File: src/rtl/pico_axi_rd_arbiter_pkg.sv
// Shared types and helpers for the pico AXI read arbiter.
// The AR state encoding and the port-index width function live here so that the
// top and any future siblings agree on them.
package pico_axi_rd_arbiter_pkg;

    // AR channel sequencing: pick a winner, accept its request, forward it.
    typedef enum logic [1:0] {
        IDLE  = 2'd0,
        GRANT = 2'd1,
        ISSUE = 2'd2
    } ar_state_e;

    // Outstanding-burst counters are 4 bits wide, enough for a cap of up to 15.
    localparam int unsigned CNT_W = 4;

    // Width of the port-index tag; a single requester still reserves one bit.
    function automatic int unsigned port_bits(input int unsigned n);
        return (n <= 2) ? 1 : $clog2(n);
    endfunction

endpackage

File: src/rtl/pico_rr_arbiter.sv
// Combinational round-robin arbiter: the search for a requester starts at ptr
// and wraps, so the port just after the previous winner has top priority.
module pico_rr_arbiter #(
    parameter int unsigned NUM_PORTS = 2,
    parameter int unsigned PB        = 1
) (
    input  logic [NUM_PORTS-1:0] req,
    input  logic [PB-1:0]        ptr,
    output logic [NUM_PORTS-1:0] grant,
    output logic [PB-1:0]        grant_idx,
    output logic                 any
);

    int unsigned cand;

    // First requester found scanning upward from ptr wins.
    always_comb begin
        grant     = '0;
        grant_idx = '0;
        any       = 1'b0;
        cand      = 0;
        for (int unsigned off = 0; off < NUM_PORTS; off++) begin
            cand = (32'(ptr) + off) % NUM_PORTS;
            if (!any && req[cand]) begin
                grant[cand] = 1'b1;
                grant_idx   = PB'(cand);
                any         = 1'b1;
            end
        end
    end

endmodule

File: src/rtl/pico_axi_rd_arbiter.sv
// Shares one AXI read master between NUM_PORTS requesters.
// AR is arbitrated round-robin and tagged with the port index in the upper ID
// bits; R beats are steered back by that tag with zero latency.
// Optional statistics are enabled by defining PICO_AXI_RD_ARB_STATS_EN.
module pico_axi_rd_arbiter
    import pico_axi_rd_arbiter_pkg::*;
#(
    parameter int unsigned NUM_PORTS        = 2,
    parameter int unsigned C_AXI_ID_WIDTH   = 8,
    parameter int unsigned C_AXI_ADDR_WIDTH = 32,
    parameter int unsigned C_AXI_DATA_WIDTH = 256,
    parameter int unsigned MAX_OUTSTANDING  = 4,
    localparam int unsigned PB              = port_bits(NUM_PORTS)
) (
    input  logic                                  aclk,
    input  logic                                  aresetn,
    input  logic [NUM_PORTS*C_AXI_ID_WIDTH-1:0]   s_axi_arid,
    input  logic [NUM_PORTS*C_AXI_ADDR_WIDTH-1:0] s_axi_araddr,
    input  logic [NUM_PORTS*8-1:0]                s_axi_arlen,
    input  logic [NUM_PORTS-1:0]                  s_axi_arvalid,
    output logic [NUM_PORTS-1:0]                  s_axi_arready,
    output logic [NUM_PORTS*C_AXI_ID_WIDTH-1:0]   s_axi_rid,
    output logic [NUM_PORTS*C_AXI_DATA_WIDTH-1:0] s_axi_rdata,
    output logic [NUM_PORTS*2-1:0]                s_axi_rresp,
    output logic [NUM_PORTS-1:0]                  s_axi_rlast,
    output logic [NUM_PORTS-1:0]                  s_axi_rvalid,
    input  logic [NUM_PORTS-1:0]                  s_axi_rready,
    output logic [C_AXI_ID_WIDTH+PB-1:0]          m_axi_arid,
    output logic [C_AXI_ADDR_WIDTH-1:0]           m_axi_araddr,
    output logic [7:0]                            m_axi_arlen,
    output logic                                  m_axi_arvalid,
    input  logic                                  m_axi_arready,
    input  logic [C_AXI_ID_WIDTH+PB-1:0]          m_axi_rid,
    input  logic [C_AXI_DATA_WIDTH-1:0]           m_axi_rdata,
    input  logic [1:0]                            m_axi_rresp,
    input  logic                                  m_axi_rlast,
    input  logic                                  m_axi_rvalid,
    output logic                                  m_axi_rready
`ifdef PICO_AXI_RD_ARB_STATS_EN
    ,
    output logic [NUM_PORTS*32-1:0]               rd_arb_grants,
    output logic                                  rd_arb_bad_rid
`endif
);

    localparam int unsigned IW = C_AXI_ID_WIDTH;
    localparam int unsigned AW = C_AXI_ADDR_WIDTH;
    localparam int unsigned DW = C_AXI_DATA_WIDTH;

    ar_state_e              state;
    logic [PB-1:0]          gnt_idx;
    logic [PB-1:0]          rr_ptr;
    logic [CNT_W-1:0]       outstanding [NUM_PORTS];

    logic [NUM_PORTS-1:0]   eligible;
    logic [NUM_PORTS-1:0]   arb_grant;
    logic [PB-1:0]          arb_idx;
    logic                   arb_any;

    logic                   ar_hs;
    logic [PB-1:0]          r_sel;
    logic                   sel_ok;
    logic                   r_done;
    logic [NUM_PORTS-1:0]   cnt_inc;
    logic [NUM_PORTS-1:0]   cnt_dec;

    // A port may compete only while it is below its in-flight burst cap.
    always_comb begin
        eligible = '0;
        for (int unsigned p = 0; p < NUM_PORTS; p++) begin
            eligible[p] = s_axi_arvalid[p] && (outstanding[p] < CNT_W'(MAX_OUTSTANDING));
        end
    end

    pico_rr_arbiter #(
        .NUM_PORTS (NUM_PORTS),
        .PB        (PB)
    ) u_rr (
        .req       (eligible),
        .ptr       (rr_ptr),
        .grant     (arb_grant),
        .grant_idx (arb_idx),
        .any       (arb_any)
    );

    // AR sequencing: register the winner, pulse its arready while capturing the
    // payload, then hold the master request until it is accepted.
    always_ff @(posedge aclk or negedge aresetn) begin
        if (!aresetn) begin
            state         <= IDLE;
            gnt_idx       <= '0;
            rr_ptr        <= '0;
            s_axi_arready <= '0;
            m_axi_arvalid <= 1'b0;
            m_axi_arid    <= '0;
            m_axi_araddr  <= '0;
            m_axi_arlen   <= '0;
        end else begin
            case (state)
                IDLE: begin
                    s_axi_arready <= '0;
                    if (arb_any) begin
                        gnt_idx       <= arb_idx;
                        s_axi_arready <= arb_grant;
                        state         <= GRANT;
                    end
                end
                GRANT: begin
                    s_axi_arready <= '0;
                    m_axi_arid    <= {gnt_idx, s_axi_arid[32'(gnt_idx)*IW +: IW]};
                    m_axi_araddr  <= s_axi_araddr[32'(gnt_idx)*AW +: AW];
                    m_axi_arlen   <= s_axi_arlen[32'(gnt_idx)*8 +: 8];
                    m_axi_arvalid <= 1'b1;
                    state         <= ISSUE;
                end
                ISSUE: begin
                    if (m_axi_arready) begin
                        m_axi_arvalid <= 1'b0;
                        rr_ptr        <= (gnt_idx == PB'(NUM_PORTS - 1)) ? '0 : gnt_idx + PB'(1);
                        state         <= IDLE;
                    end
                end
                default: begin
                    s_axi_arready <= '0;
                    m_axi_arvalid <= 1'b0;
                    state         <= IDLE;
                end
            endcase
        end
    end

    assign ar_hs  = (state == ISSUE) && m_axi_arvalid && m_axi_arready;
    assign r_sel  = m_axi_rid[IW +: PB];
    assign sel_ok = (32'(r_sel) < NUM_PORTS);
    assign r_done = m_axi_rvalid && m_axi_rready && m_axi_rlast && sel_ok;

    // R steering: only the tagged port sees valid/last; payload is broadcast
    // with the tag removed. Unknown tags are accepted and discarded.
    always_comb begin
        s_axi_rvalid = '0;
        s_axi_rlast  = '0;
        m_axi_rready = 1'b1;
        for (int unsigned p = 0; p < NUM_PORTS; p++) begin
            s_axi_rid[p*IW +: IW]  = m_axi_rid[IW-1:0];
            s_axi_rdata[p*DW +: DW] = m_axi_rdata;
            s_axi_rresp[p*2 +: 2]  = m_axi_rresp;
        end
        if (sel_ok) begin
            s_axi_rvalid[r_sel] = m_axi_rvalid;
            s_axi_rlast[r_sel]  = m_axi_rlast;
            m_axi_rready        = s_axi_rready[r_sel];
        end
    end

    // Per-port increment/decrement requests, with the underflow guard applied here.
    always_comb begin
        cnt_inc = '0;
        cnt_dec = '0;
        for (int unsigned p = 0; p < NUM_PORTS; p++) begin
            cnt_inc[p] = ar_hs && (gnt_idx == PB'(p));
            cnt_dec[p] = r_done && (r_sel == PB'(p)) && (outstanding[p] != '0);
        end
    end

    // Outstanding-burst counters; simultaneous inc and dec cancel out.
    always_ff @(posedge aclk or negedge aresetn) begin
        if (!aresetn) begin
            for (int unsigned p = 0; p < NUM_PORTS; p++) begin
                outstanding[p] <= '0;
            end
        end else begin
            for (int unsigned p = 0; p < NUM_PORTS; p++) begin
                if (cnt_inc[p] && !cnt_dec[p] && (outstanding[p] != '1)) begin
                    outstanding[p] <= outstanding[p] + CNT_W'(1);
                end else if (cnt_dec[p] && !cnt_inc[p]) begin
                    outstanding[p] <= outstanding[p] - CNT_W'(1);
                end
            end
        end
    end

`ifdef PICO_AXI_RD_ARB_STATS_EN
    // Wrapping grant counters and a sticky flag for dropped bad-ID beats.
    always_ff @(posedge aclk or negedge aresetn) begin
        if (!aresetn) begin
            rd_arb_grants  <= '0;
            rd_arb_bad_rid <= 1'b0;
        end else begin
            for (int unsigned p = 0; p < NUM_PORTS; p++) begin
                if (cnt_inc[p]) begin
                    rd_arb_grants[p*32 +: 32] <= rd_arb_grants[p*32 +: 32] + 32'd1;
                end
            end
            if (m_axi_rvalid && !sel_ok) begin
                rd_arb_bad_rid <= 1'b1;
            end
        end
    end
`endif

endmodule

File: config.mk
export PLATFORM = sky130hd
export DESIGN_NAME = pico_axi_rd_arbiter
export DESIGN_NICKNAME = d
export VERILOG_FILES = /design/src/rtl/pico_axi_rd_arbiter_pkg.sv /design/src/rtl/pico_rr_arbiter.sv /design/src/rtl/pico_axi_rd_arbiter.sv
export SDC_FILE = /design/constraint.sdc
export NUM_CORES = 1
export LEC_CHECK = 0
export BUFFER_PORTS_ARGS = -buffer_cell sky130_fd_sc_hd__buf_2
export CAP_MARGIN = 30
export CORE_AREA = 2 2 376 378
export CTS_CLUSTER_DIAMETER = 120
export DETAILED_ROUTE_END_ITERATION = 8
export DIE_AREA = 0 0 378 380
export PLACE_DENSITY = 0.32
export SLEW_MARGIN = 0
export SYNTH_ARGS = -nofsm -noshare
export SYNTH_HDL_FRONTEND = slang
export SYNTH_SLANG_ARGS = --single-unit
File: constraint.sdc
create_clock -name aclk -period 2.45 [get_ports aclk]
set_clock_uncertainty 0.1 [all_clocks]
set_input_delay 0.245 -clock aclk [delete_from_list [all_inputs] [get_ports aclk]]
set_output_delay 0.245 -clock aclk [all_outputs]
set_load 0.02 [all_outputs]
* After elaboration in Yosys (flattened, before gate mapping)
Cells that the tools add are included.
Widths: inputs -> output; s select.
** Cells by class
- Multiplexer cells :: 30
- Order comparisons :: 8
- $add $sub $neg :: 6
- Shift-type cells :: 3
- Reductions and logical operators :: 36
- Bitwise gates (word level) :: 6
- Equal/unequal tests :: 6
** Operators by type and width (count)
- $shiftx 64x7->32 :: 1
- $shiftx 16x5->8 :: 2
- $logic_and 1x1->1 :: 22
- $mux 4 :: 4
- $mux 1 :: 15
- $mux 2 :: 5
- $add 4x1->4 const B :: 2
- $lt 4x3->1 const B :: 2
- $ne 4x4->1 const B :: 2
- $reduce_and 2->1 :: 4
- $reduce_bool 4->1 :: 2
- $sub 4x1->4 const B :: 2
- $lt 1x2->1 const B :: 3
- $pmux 2 s3 :: 1
- $logic_not 1->1 :: 5
- $and 2x2->2 :: 2
- $ne 2x2->1 const B :: 2
- $pmux 2 s2 :: 1
- $reduce_bool 2->1 :: 2
- $demux 1 s1 :: 3
- $ge 1x1->1 const B :: 3
- $not 1->1 :: 3
- $pmux 1 s3 :: 1
- $add 1x1->1 const B :: 2
- other kinds (4) :: 4
** Storage, ports and cells
- Output and inout bits :: 589
- Flip-flop bits (word level) :: 64
- Input port bits :: 372
- Logic and storage cells :: 105

* Longest topological paths before layout
Gate-level depths: netlist of the first run.
- Depth after elaboration :: 10
- Gate-level depth with buffers :: 9
- Depth with buffers taken out :: 8

* Modules after synthesis
Synthesis of the first run repeated with hierarchy kept, for this count alone.
** Unflattened totals
- Cell total of the unflattened synthesis :: 831
- Area total of the unflattened synthesis :: 7158.1 um^2
** Modules (own cells, without submodules)
- pico_axi_rd_arbiter :: area each 7125.6 um^2, sequential area each 1601.5 um^2, cells an instance 826, instances 1
- pico_rr_arbiter :: area each 32.5 um^2, sequential area each 0.0 um^2, cells an instance 5, instances 1

* Least setup slack after synthesis of the first run
No wires, ideal clock.
- Kind :: flip-flop to flip-flop
- Start point :: reg state[0]
- End point :: reg outstanding[7] (netlist name)
- Arrival :: 2.075 ns
- Clock period less this slack :: 2.254 ns
- Cell stages (with the launch flop) :: 9
- Setup slack :: 0.196 ns
- Data required time :: 2.271 ns
- Setup time :: 0.079 ns
- Path buffers :: 1
- Cell sequence :: dfrtp_1 > buf_4 > and4b_1 > o2111ai_1 > ha_1 > a21o_1 > a21oi_1 > mux2i_1 > xor2_1
** On the way
- Cells in the longest elaborated chain, start to end :: 7
- Elaborated cells on any way between the ends :: 10
- Classes of those cells :: eq/ne: 1; mux: 1; reduce/logical: 8
** RTL lines
- start: declaration :: RTL line pico_axi_rd_arbiter.sv:50 : ar_state_e state;
- start signal: assignment :: RTL line pico_axi_rd_arbiter.sv:90 : state <= IDLE;
- start signal: assignment :: RTL line pico_axi_rd_arbiter.sv:105 : state <= GRANT;
- start signal: assignment :: RTL line pico_axi_rd_arbiter.sv:114 : state <= ISSUE;
- $eq 2x2->1 (*) :: RTL line pico_axi_rd_arbiter.sv:132 : assign ar_hs = (state == ISSUE) && m_axi_arvalid && m_axi_arready;
- $logic_and 1x1->1 (*) (2 in series) :: RTL line pico_axi_rd_arbiter.sv:132
- $logic_and 1x1->1 (*) :: RTL line pico_axi_rd_arbiter.sv:160 : cnt_inc[p] = ar_hs && (gnt_idx == PB'(p));
- $logic_and 1x1->1 / $logic_not 1->1 (equally long branches) :: RTL line pico_axi_rd_arbiter.sv:173, pico_axi_rd_arbiter.sv:175
- $logic_and 1x1->1, on equally long branches :: RTL line pico_axi_rd_arbiter.sv:173, pico_axi_rd_arbiter.sv:175
- $mux 4 / $reduce_bool 2->1 (equally long branches)
- end signal: indexed assignment :: RTL line pico_axi_rd_arbiter.sv:174 : outstanding[p] <= outstanding[p] + CNT_W'(1);
- end signal: indexed assignment :: RTL line pico_axi_rd_arbiter.sv:176 : outstanding[p] <= outstanding[p] - CNT_W'(1);
- end: declaration :: RTL line pico_axi_rd_arbiter.sv:53 : logic [CNT_W-1:0] outstanding [NUM_PORTS];
Every way passes the cells marked *; elsewhere a longest branch is shown, timed or not.
A chain may end at the register's enable or synchronous reset.

* Worst setup path in the final report of the first run
- Start point :: in m_axi_arready
- End point :: reg outstanding[3] (netlist name)
** On the way
- Cells in the longest elaborated chain, start to end :: 5
- Elaborated cells on any way between the ends :: 8
- Classes of those cells :: mux: 1; reduce/logical: 7
** RTL lines
- start: declaration :: RTL line pico_axi_rd_arbiter.sv:32 : input logic m_axi_arready,
- $logic_and 1x1->1 (*) :: RTL line pico_axi_rd_arbiter.sv:132
- $logic_and 1x1->1 (*) :: RTL line pico_axi_rd_arbiter.sv:160
- $logic_and 1x1->1 / $logic_not 1->1 (equally long branches) :: RTL line pico_axi_rd_arbiter.sv:173, pico_axi_rd_arbiter.sv:175
- $logic_and 1x1->1, on equally long branches :: RTL line pico_axi_rd_arbiter.sv:173, pico_axi_rd_arbiter.sv:175
- $mux 4 / $reduce_bool 2->1 (equally long branches)
Marked as above.

==> summary.txt, run 1 <==
Worst Hold Slack -> 0.0476 ns
Multi-input gate area -> 1410 µm²
EDFF count, synth -> 0
FP Rows -> 137
Sequential-to-total area share from yosys stat -> 0.226
H-tree levels -> 3
IO Port Bufs -> 162
Yosys reg bits -> 64
Final WL -> 48400 µm
Sequential cell area -> 1610 µm²
Final setup fails -> 0
Clock sink count -> 64
Required time worst endpoint -> 2.69 ns
Avg Cell Area, Syn -> 8.62 µm²
Max-cap violations -> 0
Worst skew pair latency -> 0.42 ns
Largest net degree at the start of global routing -> 65
CTS tree -> yes
Slew @ Worst Pin -> 0.552 ns
Fillcell total -> 16600
Total GRT Usage -> 0.0659
Final worst path period share -> 0.955
Area leader, netlist -> buf_4
Avg Vias per Cell -> 1.58
Final hold vios -> 0
Max-slew headroom -> 0.632
Die area -> 144000 µm²
Synth top area share -> 0.564
Initial DRC count -> 126
Post-Layout Cell Count -> 2397
Worst EP arrival -> 2.58 ns
Routed WL per cell -> 20.2 µm
First-pass GRT wire length -> 56400 µm
Nets -> 892
Max Slew Vio Count -> 0
Num CTS Buffers -> 9
Congestion Overflow GR -> 0
Placed cells -> 2326
Vias in the first global route -> 3884
VDD IR max -> 0.987 mV
Die Height -> 380 µm
Worst Hold Class -> primary input to flip-flop
Via count -> 3795
Mapped Cells -> 823
Clk slew on worst S/H paths -> 0.10 ns
Post-CTS sizing -> 0
Clock buffer depth -> 2
Root Buffer -> clkbuf_16
Status -> complete, no violations
Post-synth top cells -> 533 x buf_4, 64 x dfrtp_1, 53 x nand2_1
Layout cells sized above 1 -> 0.391
Initial antenna violation count -> 5
Setup CP Type -> primary input to flip-flop
Synth Flop Type -> dfrtp_1
DRC errors left -> 0
Starting Density -> 0.0510
Leakage -> 2.58 nW
RSZ-0062 raised after global routing -> no
Yosys warning total -> 0
Num ports -> 961
Horiz. Die Dim -> 378 µm
Drt first pass iters -> 4
Post-layout util -> 0.0513
Core ar. -> 139000 µm²
Min Tclk post-route -> 2.34 ns
Syn Nets -> 1201
Crit path launch type -> primary input
Fraction of registers with async set/reset -> 1.00
Pwr per Cell Area -> 920 nW/µm²
Hpwl dp -> 43300 µm
Synth unique cells -> 38
Critical path endpoint category -> flip-flop
Most frequent cell after synthesis -> buf_4
ANT nets after route -> 0
P&R area growth vs syn -> 0.670%
Maximum clock frequency -> 427 MHz
Post-synthesis cell area -> 7090 µm²
Sum of negative setup slack -> 0 ns
Largest cells by area after synthesis -> buf_4 56%, dfrtp_1 23%, mux2i_1 7.2%
Crit Path Max Fanout -> 4
Routability cong. -> 0.678
==> report_power, final <==
part | switching [mW] | internal (mW)
combinational | 1.99 | 1.28
clock | 0.692 | 0.708
sequential | 0.306 | 1.59
total | 2.99 | 3.58
==> final timing paths <==
path / startpoint / endpoint / cells after the start / slack, ns
setup / recovery: m_axi_arready / outstanding[3] / 10 / 0.11
hold / removal: s_axi_araddr[58] / m_axi_araddr[26] / 3 / 0.05
setup reg to reg: outstanding[3] / outstanding[3] / 8 / 0.13
hold reg to reg: m_axi_arid[5] / m_axi_arid[5] / 2 / 0.38
max in group asynchronous: aresetn / m_axi_arlen[4] / 3 / 1.39
min in group asynchronous: aresetn / m_axi_araddr[21] / 2 / 0.20
==> worst max-delay path, cell delays in order <==
cell	delay, ns
dlygate4sd3_1	0.52
buf_2	0.13
and4b_1	0.30
o2111a_2	0.28
inv_1	0.09
ha_1	0.28
a21o_1	0.16
a21oi_1	0.21
mux2i_1	0.25
xnor2_1	0.13
==> metrics by stage <==
step	instance area, µm²	setup WS (ns)	total power, mW
after detailed placement	6340	0.144	5.11
final	7140	0.111	6.57
after CTS	7130	0.114	6.82
after floorplan	7090	0.196	4.98
after global placement	6340	0.159	5.11
after global routing	7130	0.00636	7.16
==> kinds of logic (layout without fill, tap and decap cells) <==
group                      count (synthesis)  count (layout)  share of synthesized area
other                                      0               2                          0
adders and majority gates                  6               6                     0.0127
and+or+nand+nor                           71              71                     0.0446
muxes                                     56              56                     0.0810
AOI/OAI and AO/OA                         67              67                     0.0526
xor gates and xnor gates                   6               6                    0.00741
DFF                                       64              64                      0.226
buffers and inverters                    553             249                      0.576
==> sequential cells by signal, summed over array words and instances, names as in the netlist <==
signal,count
gnt_idx,1
m_axi_araddr,32
m_axi_arid,9
m_axi_arlen,8
m_axi_arvalid,1
outstanding,8
rr_ptr,1
s_axi_arready,2
state,2
==> layout by cell type (no fill, tap or decap), drive strengths merged, types with 2 or more instances in the layout <==
cell and n:
mux2i 51, clkbuf 12, buf 176, a21o 2
fa 2, nor2b 2, and2 2, diode 2
inv 4, nor2 3, nand2 54, xnor2 2
ha 4, dfrtp 64, clkinv 4, xor2 4
nor4 2, o21ai 51, dlygate4sd3 53, nand4 3
mux2 5, a21oi 6
==> metal layers <==
metal	routed length, µm	share of wire	track usage	vias up
met3	16200	0.33	0.105	157
met2	20400	0.42	0.0954	662
met1	9370	0.19	0.0359	1511
met4	2410	0.050	0.0333	0
met5	0	0	0.000674	-
li1	-	-	-	1465
==> area by class of cell <==
| class | count | share of cell area |
|---|---|---|
| antenna | 2 | 0.000701 |
| clock buffer | 12 | 0.0345 |
| clock inverter | 4 | 0.00280 |
| inverter | 4 | 0.00210 |
| multi-input combinational | 206 | 0.198 |
| sequential | 64 | 0.225 |
| tap | 1876 | 0.329 |
| timing repair buffer | 229 | 0.208 |
==> what timing repair did <==
action | CTS | global route
buffers inserted | 0 | 0
endpoints found under the setup margin | 0 | 0
hold buffers | 53 | 0
endpoints found under the hold margin | 60 | 0
Note: power is estimated with default switching activity, not from simulation.
==> inputs of run 2 (changes only) <==
Settings changed: REMOVE_ABC_BUFFERS set to 1.
==> run 2 against run 1 <==
Effect of this change:
- global-route usage increased by 18 points
- count of clock-buffer cells in the layout decreased by 3
- flip-flop and latch count unchanged
- core utilization decreased by 0.37 points
- register-to-register slack improved by 0.06 ns
- largest cell class unchanged
==> summary.txt, run 2 (synthesized netlist as in run 1, its figures left out) <==
Initial DRC count -> 475
Congestion Overflow GR -> 0
Routed WL per cell -> 76.8 µm
Initial antenna violation count -> 2
H-tree levels -> 3
Setup CP Type -> flip-flop to flip-flop
DRC errors left -> 0
Setup bufs post-CTS -> 0
Hold Path End -> m_axi_araddr[31]
FP Rows -> 137
Worst Hold Slack -> 0.0357 ns
Largest register FFs -> 32
Drt first pass iters -> 5
Worst EP arrival -> 2.48 ns
Reg with most FFs -> m_axi_araddr
Max Slew Vio Count -> 0
Min Tclk post-route -> 2.26 ns
Top flop regs -> m_axi_araddr x32, m_axi_arid x9
Layout cells sized above 1 -> 0.439
Capturing point of the worst reg2reg path -> outstanding[3]
First-pass GRT wire length -> 191000 µm
Die area -> 144000 µm²
RSZ-0062 raised after global routing -> no
Max-cap violations -> 0
Maximum clock frequency -> 442 MHz
CTS tree -> yes
VDD IR max -> 0.391 mV
Pwr per Cell Area -> 969 nW/µm²
Clk slew on worst S/H paths -> 0.08 ns
Most common cell after layout, fill and taps aside -> buf_2
Required time worst endpoint -> 2.66 ns
Worst Hold Class -> primary input to flip-flop
Crit Path Max Fanout -> 4
Root Buffer -> clkbuf_16
IO Port Bufs -> 162
Hpwl dp -> 167000 µm
Final worst path period share -> 0.924
Slew @ Worst Pin -> 0.910 ns
Num ports -> 961
Critical R2R Launch -> state[0]
Final hold vios -> 0
Status -> complete, no violations
Placed cells -> 2325
Num CTS Buffers -> 9
Starting Density -> 0.0510
Post-Layout Cell Count -> 2344
Vias in the first global route -> 4127
Leakage -> 2.36 nW
Crit path launch type -> flip-flop
Worst skew pair latency -> 0.39 ns
Routability cong. -> 0.875
P&R area growth vs syn -> -6.55%
Clock buffer depth -> 2
Total GRT Usage -> 0.244
Die Height -> 380 µm
Most frequent cells in the layout -> 161 x buf_2, 63 x dfrtp_1, 52 x nand2_1, 51 x mux2i_1, 51 x o21ai_0
Final setup fails -> 0
Hold path depth -> 3
ANT nets after route -> 0
Largest net degree at the start of global routing -> 57
Avg Vias per Cell -> 2.16
Reg2Reg Depth -> 8
Final WL -> 180000 µm
R2r setup slk -> 0.19 ns
Critical path endpoint category -> flip-flop
Via count -> 5055
Core ar. -> 139000 µm²
Horiz. Die Dim -> 378 µm
Max-slew headroom -> 0.393
Power Total -> 6.42 mW
Clock sink count -> 64
Worst Min Path Start -> s_axi_araddr[31]
Nets -> 839
-- run 2: final cells by class --
cell class	instances	area, µm²
Fill cell	16600	133000
Tap cell	1876	2350
Sequential cell	64	1610
Multi-Input combinational cell	206	1420
Timing Repair Buffer	176	946
Clock buffer	9	225
Clock inverter	6	61.3
Inverter	4	15.0
Antenna cell	3	7.51
-- run 2: worst max-delay path by stage --
stage,startpoint,to,slack [ns],cells after the start
2_1_floorplan,gnt_idx,outstanding[3],-0.96,7
3_3_place_gp,outstanding[3],outstanding[3],0.16,8
3_5_place_dp,outstanding[3],outstanding[3],0.18,8
4_1_cts,outstanding[3],outstanding[3],0.15,8
5_1_grt,state[0],outstanding[3],0.03,8
6_report,state[0],outstanding[3],0.19,8
-- run 2: per-layer routing --
metal,global-route usage,vias up,part of all wire
li1,-,1358,-
met1,0.100,1931,0.16
met2,0.398,1496,0.46
met3,0.307,239,0.26
met4,0.209,31,0.11
met5,0.157,-,0.014
-- run 2: what timing repair did --
action                                  in CTS  in global routing
resized for setup                            0                  1
hold buffers                                 1                  0
endpoints found under the setup margin       0                  1
endpoints found under the hold margin       27                  0
-- run 2: critical path, cell delays in order (launching register included) --
cell      delay, ns
dfrtp_1        0.38
and4b_1        0.37
o2111a_2       0.27
inv_1          0.08
ha_1           0.28
a21o_1         0.15
a21oi_1        0.18
mux2i_1        0.25
xnor2_1        0.14
-- run 2: through the flow --
step | setup slack (ns) | util | instance area [µm²] | setup TNS, ns
final | 0.187 | 0.0476 | 6630 | 0
after global routing | 0.0274 | 0.0476 | 6620 | 0
after CTS | 0.148 | 0.0475 | 6610 | 0
after detailed placement | 0.181 | 0.0454 | 6320 | 0
after global placement | 0.158 | 0.0454 | 6320 | 0
after floorplan | -0.962 | - | 3020 | -5.50
-- run 2: report_power, final --
part,switching (mW),internal [mW]
registers,0.311,1.59
clock network,0.650,0.780
logic,1.98,1.12
total,2.94,3.48
==> inputs of run 3 (changes only) <==
Settings changed: SETUP_SLACK_MARGIN set to 0.2.
==> run 3 against run 2 <==
Effect of this change:
- count of clock-buffer cells in the layout unchanged
- routed wire length about the same
- total power rose by 1.5%
- worst setup slack improved by 0.0013 ns
- via count increased by 1.8%
- register-to-register slack barely moved
- largest power group unchanged
==> summary.txt, run 3 (synthesized netlist as in run 1, its figures left out) <==
Nets -> 843
Die area -> 144000 µm²
Status -> complete, no violations
P&R area growth vs syn -> -5.47%
Worst Hold Slack -> 0.0406 ns
Final instance area -> 6700 µm²
Reg2Reg Depth -> 7
Worst skew pair latency -> 0.39 ns
Crit-path cells -> nor4_4 > o2111a_2 > inv_2 > buf_4 > fa_1 > xor2_1 > mux2_4
Hold path depth -> 3
Routed WL per cell -> 76.7 µm
Num ports -> 961
Post-Layout Cell Count -> 2348
Critical path endpoint category -> flip-flop
Setup CP Type -> flip-flop to flip-flop
Starting Density -> 0.0510
Total GRT Usage -> 0.244
CP startpoint -> outstanding[3]
Slowest CP cell -> dfrtp_2
Final setup fails -> 0
Largest net degree at the start of global routing -> 57
R2r setup slk -> 0.19 ns
Via count -> 5146
Min Tclk post-route -> 2.26 ns
Clock buffer depth -> 2
Horiz. Die Dim -> 378 µm
Setup slack after layout -> 0.188 ns
Largest register FFs -> 32
Crit path launch type -> flip-flop
Critical R2R Launch -> outstanding[3]
ANT nets after route -> 0
Final WL -> 180000 µm
Reg with most FFs -> m_axi_araddr
IO Port Bufs -> 162
Max-cap violations -> 0
Setup crit end -> outstanding[2]
Crit Path Max Fanout -> 4
Most frequent cells in the layout -> 161 x buf_2, 62 x dfrtp_1, 52 x nand2_1, 51 x mux2i_1, 51 x o21ai_0
Routability cong. -> 0.875
Maximum clock frequency -> 442 MHz
Fillcell total -> 16600
Vias in the first global route -> 4130
DRC errors left -> 0
Max Slew Vio Count -> 0
Placed cells -> 2325
Leakage -> 2.38 nW
Num CTS Buffers -> 9
Slew @ Worst Pin -> 0.908 ns
Avg Vias per Cell -> 2.19
Initial DRC count -> 454
Die Height -> 380 µm
Clock sink count -> 64
Sum of negative setup slack -> 0 ns
Pwr per Cell Area -> 973 nW/µm²
First-pass GRT wire length -> 191000 µm
VDD IR max -> 0.389 mV
Layout cells sized above 1 -> 0.458
Drt first pass iters -> 5
Top flop regs -> m_axi_araddr x32, m_axi_arid x9
Worst path max stage delay -> 0.45 ns
Worst Hold Class -> primary input to flip-flop
Clk slew on worst S/H paths -> 0.08 ns
Congestion Overflow GR -> 0
Final worst path period share -> 0.923
H-tree levels -> 3
Initial antenna violation count -> 2
Capturing point of the worst reg2reg path -> outstanding[2]
CTS tree -> yes
Required time worst endpoint -> 2.62 ns
Worst EP arrival -> 2.43 ns
Core ar. -> 139000 µm²
Most common cell after layout, fill and taps aside -> buf_2
Max-slew headroom -> 0.394
Final hold vios -> 0
DP Worst Slack -> 0.181 ns
Hpwl dp -> 167000 µm
Root Buffer -> clkbuf_16
FP Rows -> 137
RSZ-0062 raised after global routing -> yes
Post-DP Area -> 6320 µm²
==> run 3: cell count changes in the layout (fill, tap and decap cells not counted), moves of 2 or more <==
cell	previous run	this run
a21oi_1	6	4
buf_4	12	16
a21oi_2	0	2
nor4_4	0	2
==> run 3: critical path: cells and delay by family (launching register included) <==
family | cells | cell delay (ns)
fa+ha+maj | 1 | 0.38
buf+inv | 2 | 0.19
simple gates | 1 | 0.32
xor+xnor | 1 | 0.15
flops | 1 | 0.45
mux | 1 | 0.26
compound gates | 1 | 0.29
==> run 3: layout make-up <==
class                           count  area, µm²  share of cell area
Antenna cell                        3       7.51             0.00112
Sequential cell                    64       1610               0.240
Tap cell                         1876       2350               0.350
Clock buffer                        9        225              0.0336
Timing Repair Buffer              180        976               0.146
Clock inverter                      6       61.3             0.00915
Multi-Input combinational cell    206       1470               0.219
Inverter                            4       15.0             0.00224
==> run 3: per-layer routing <==
layer	GRT usage	routed length, µm
met5	0.157	2310
met4	0.209	19300
met3	0.307	47700
met2	0.398	83200
met1	0.100	27600
==> run 3: power by group <==
group	leakage (nW)	total [mW]	internal [mW]	switching (mW)
Sequential	0.787	1.93	1.59	0.343
Combinational	1.46	3.16	1.16	2.00
Clock	0.141	1.43	0.780	0.648
Total	2.38	6.52	3.53	2.99
==> run 3: worst min path at each step <==
stage / slack [ns] / end / start
5_1_grt: 0.03 / m_axi_araddr[31] / s_axi_araddr[31]
3_5_place_dp: 0.06 / m_axi_araddr[26] / aresetn
4_1_cts: 0.01 / m_axi_arlen[3] / s_axi_arlen[3]
2_1_floorplan: -0.15 / gnt_idx / aresetn
3_3_place_gp: 0.06 / m_axi_araddr[4] / aresetn
6_report: 0.04 / m_axi_araddr[31] / s_axi_araddr[31]
==> run 3: what timing repair did <==
action / CTS / global route
hold endpoints to repair: 27 / 0
hold buffers: 1 / 0
setup buffers: 0 / 4
setup endpoints to repair: 1 / 4
resized for setup: 2 / 8
pin swaps: 0 / 5
==> run 3: metrics by stage <==
| stage | utilization | total power [mW] |
|---|---|---|
| after floorplan | - | 3.70 |
| after global placement | 0.0454 | 5.12 |
| after detailed placement | 0.0454 | 5.10 |
| after CTS | 0.0476 | 6.61 |
| after global routing | 0.0481 | 7.04 |
| final | 0.0482 | 6.52 |
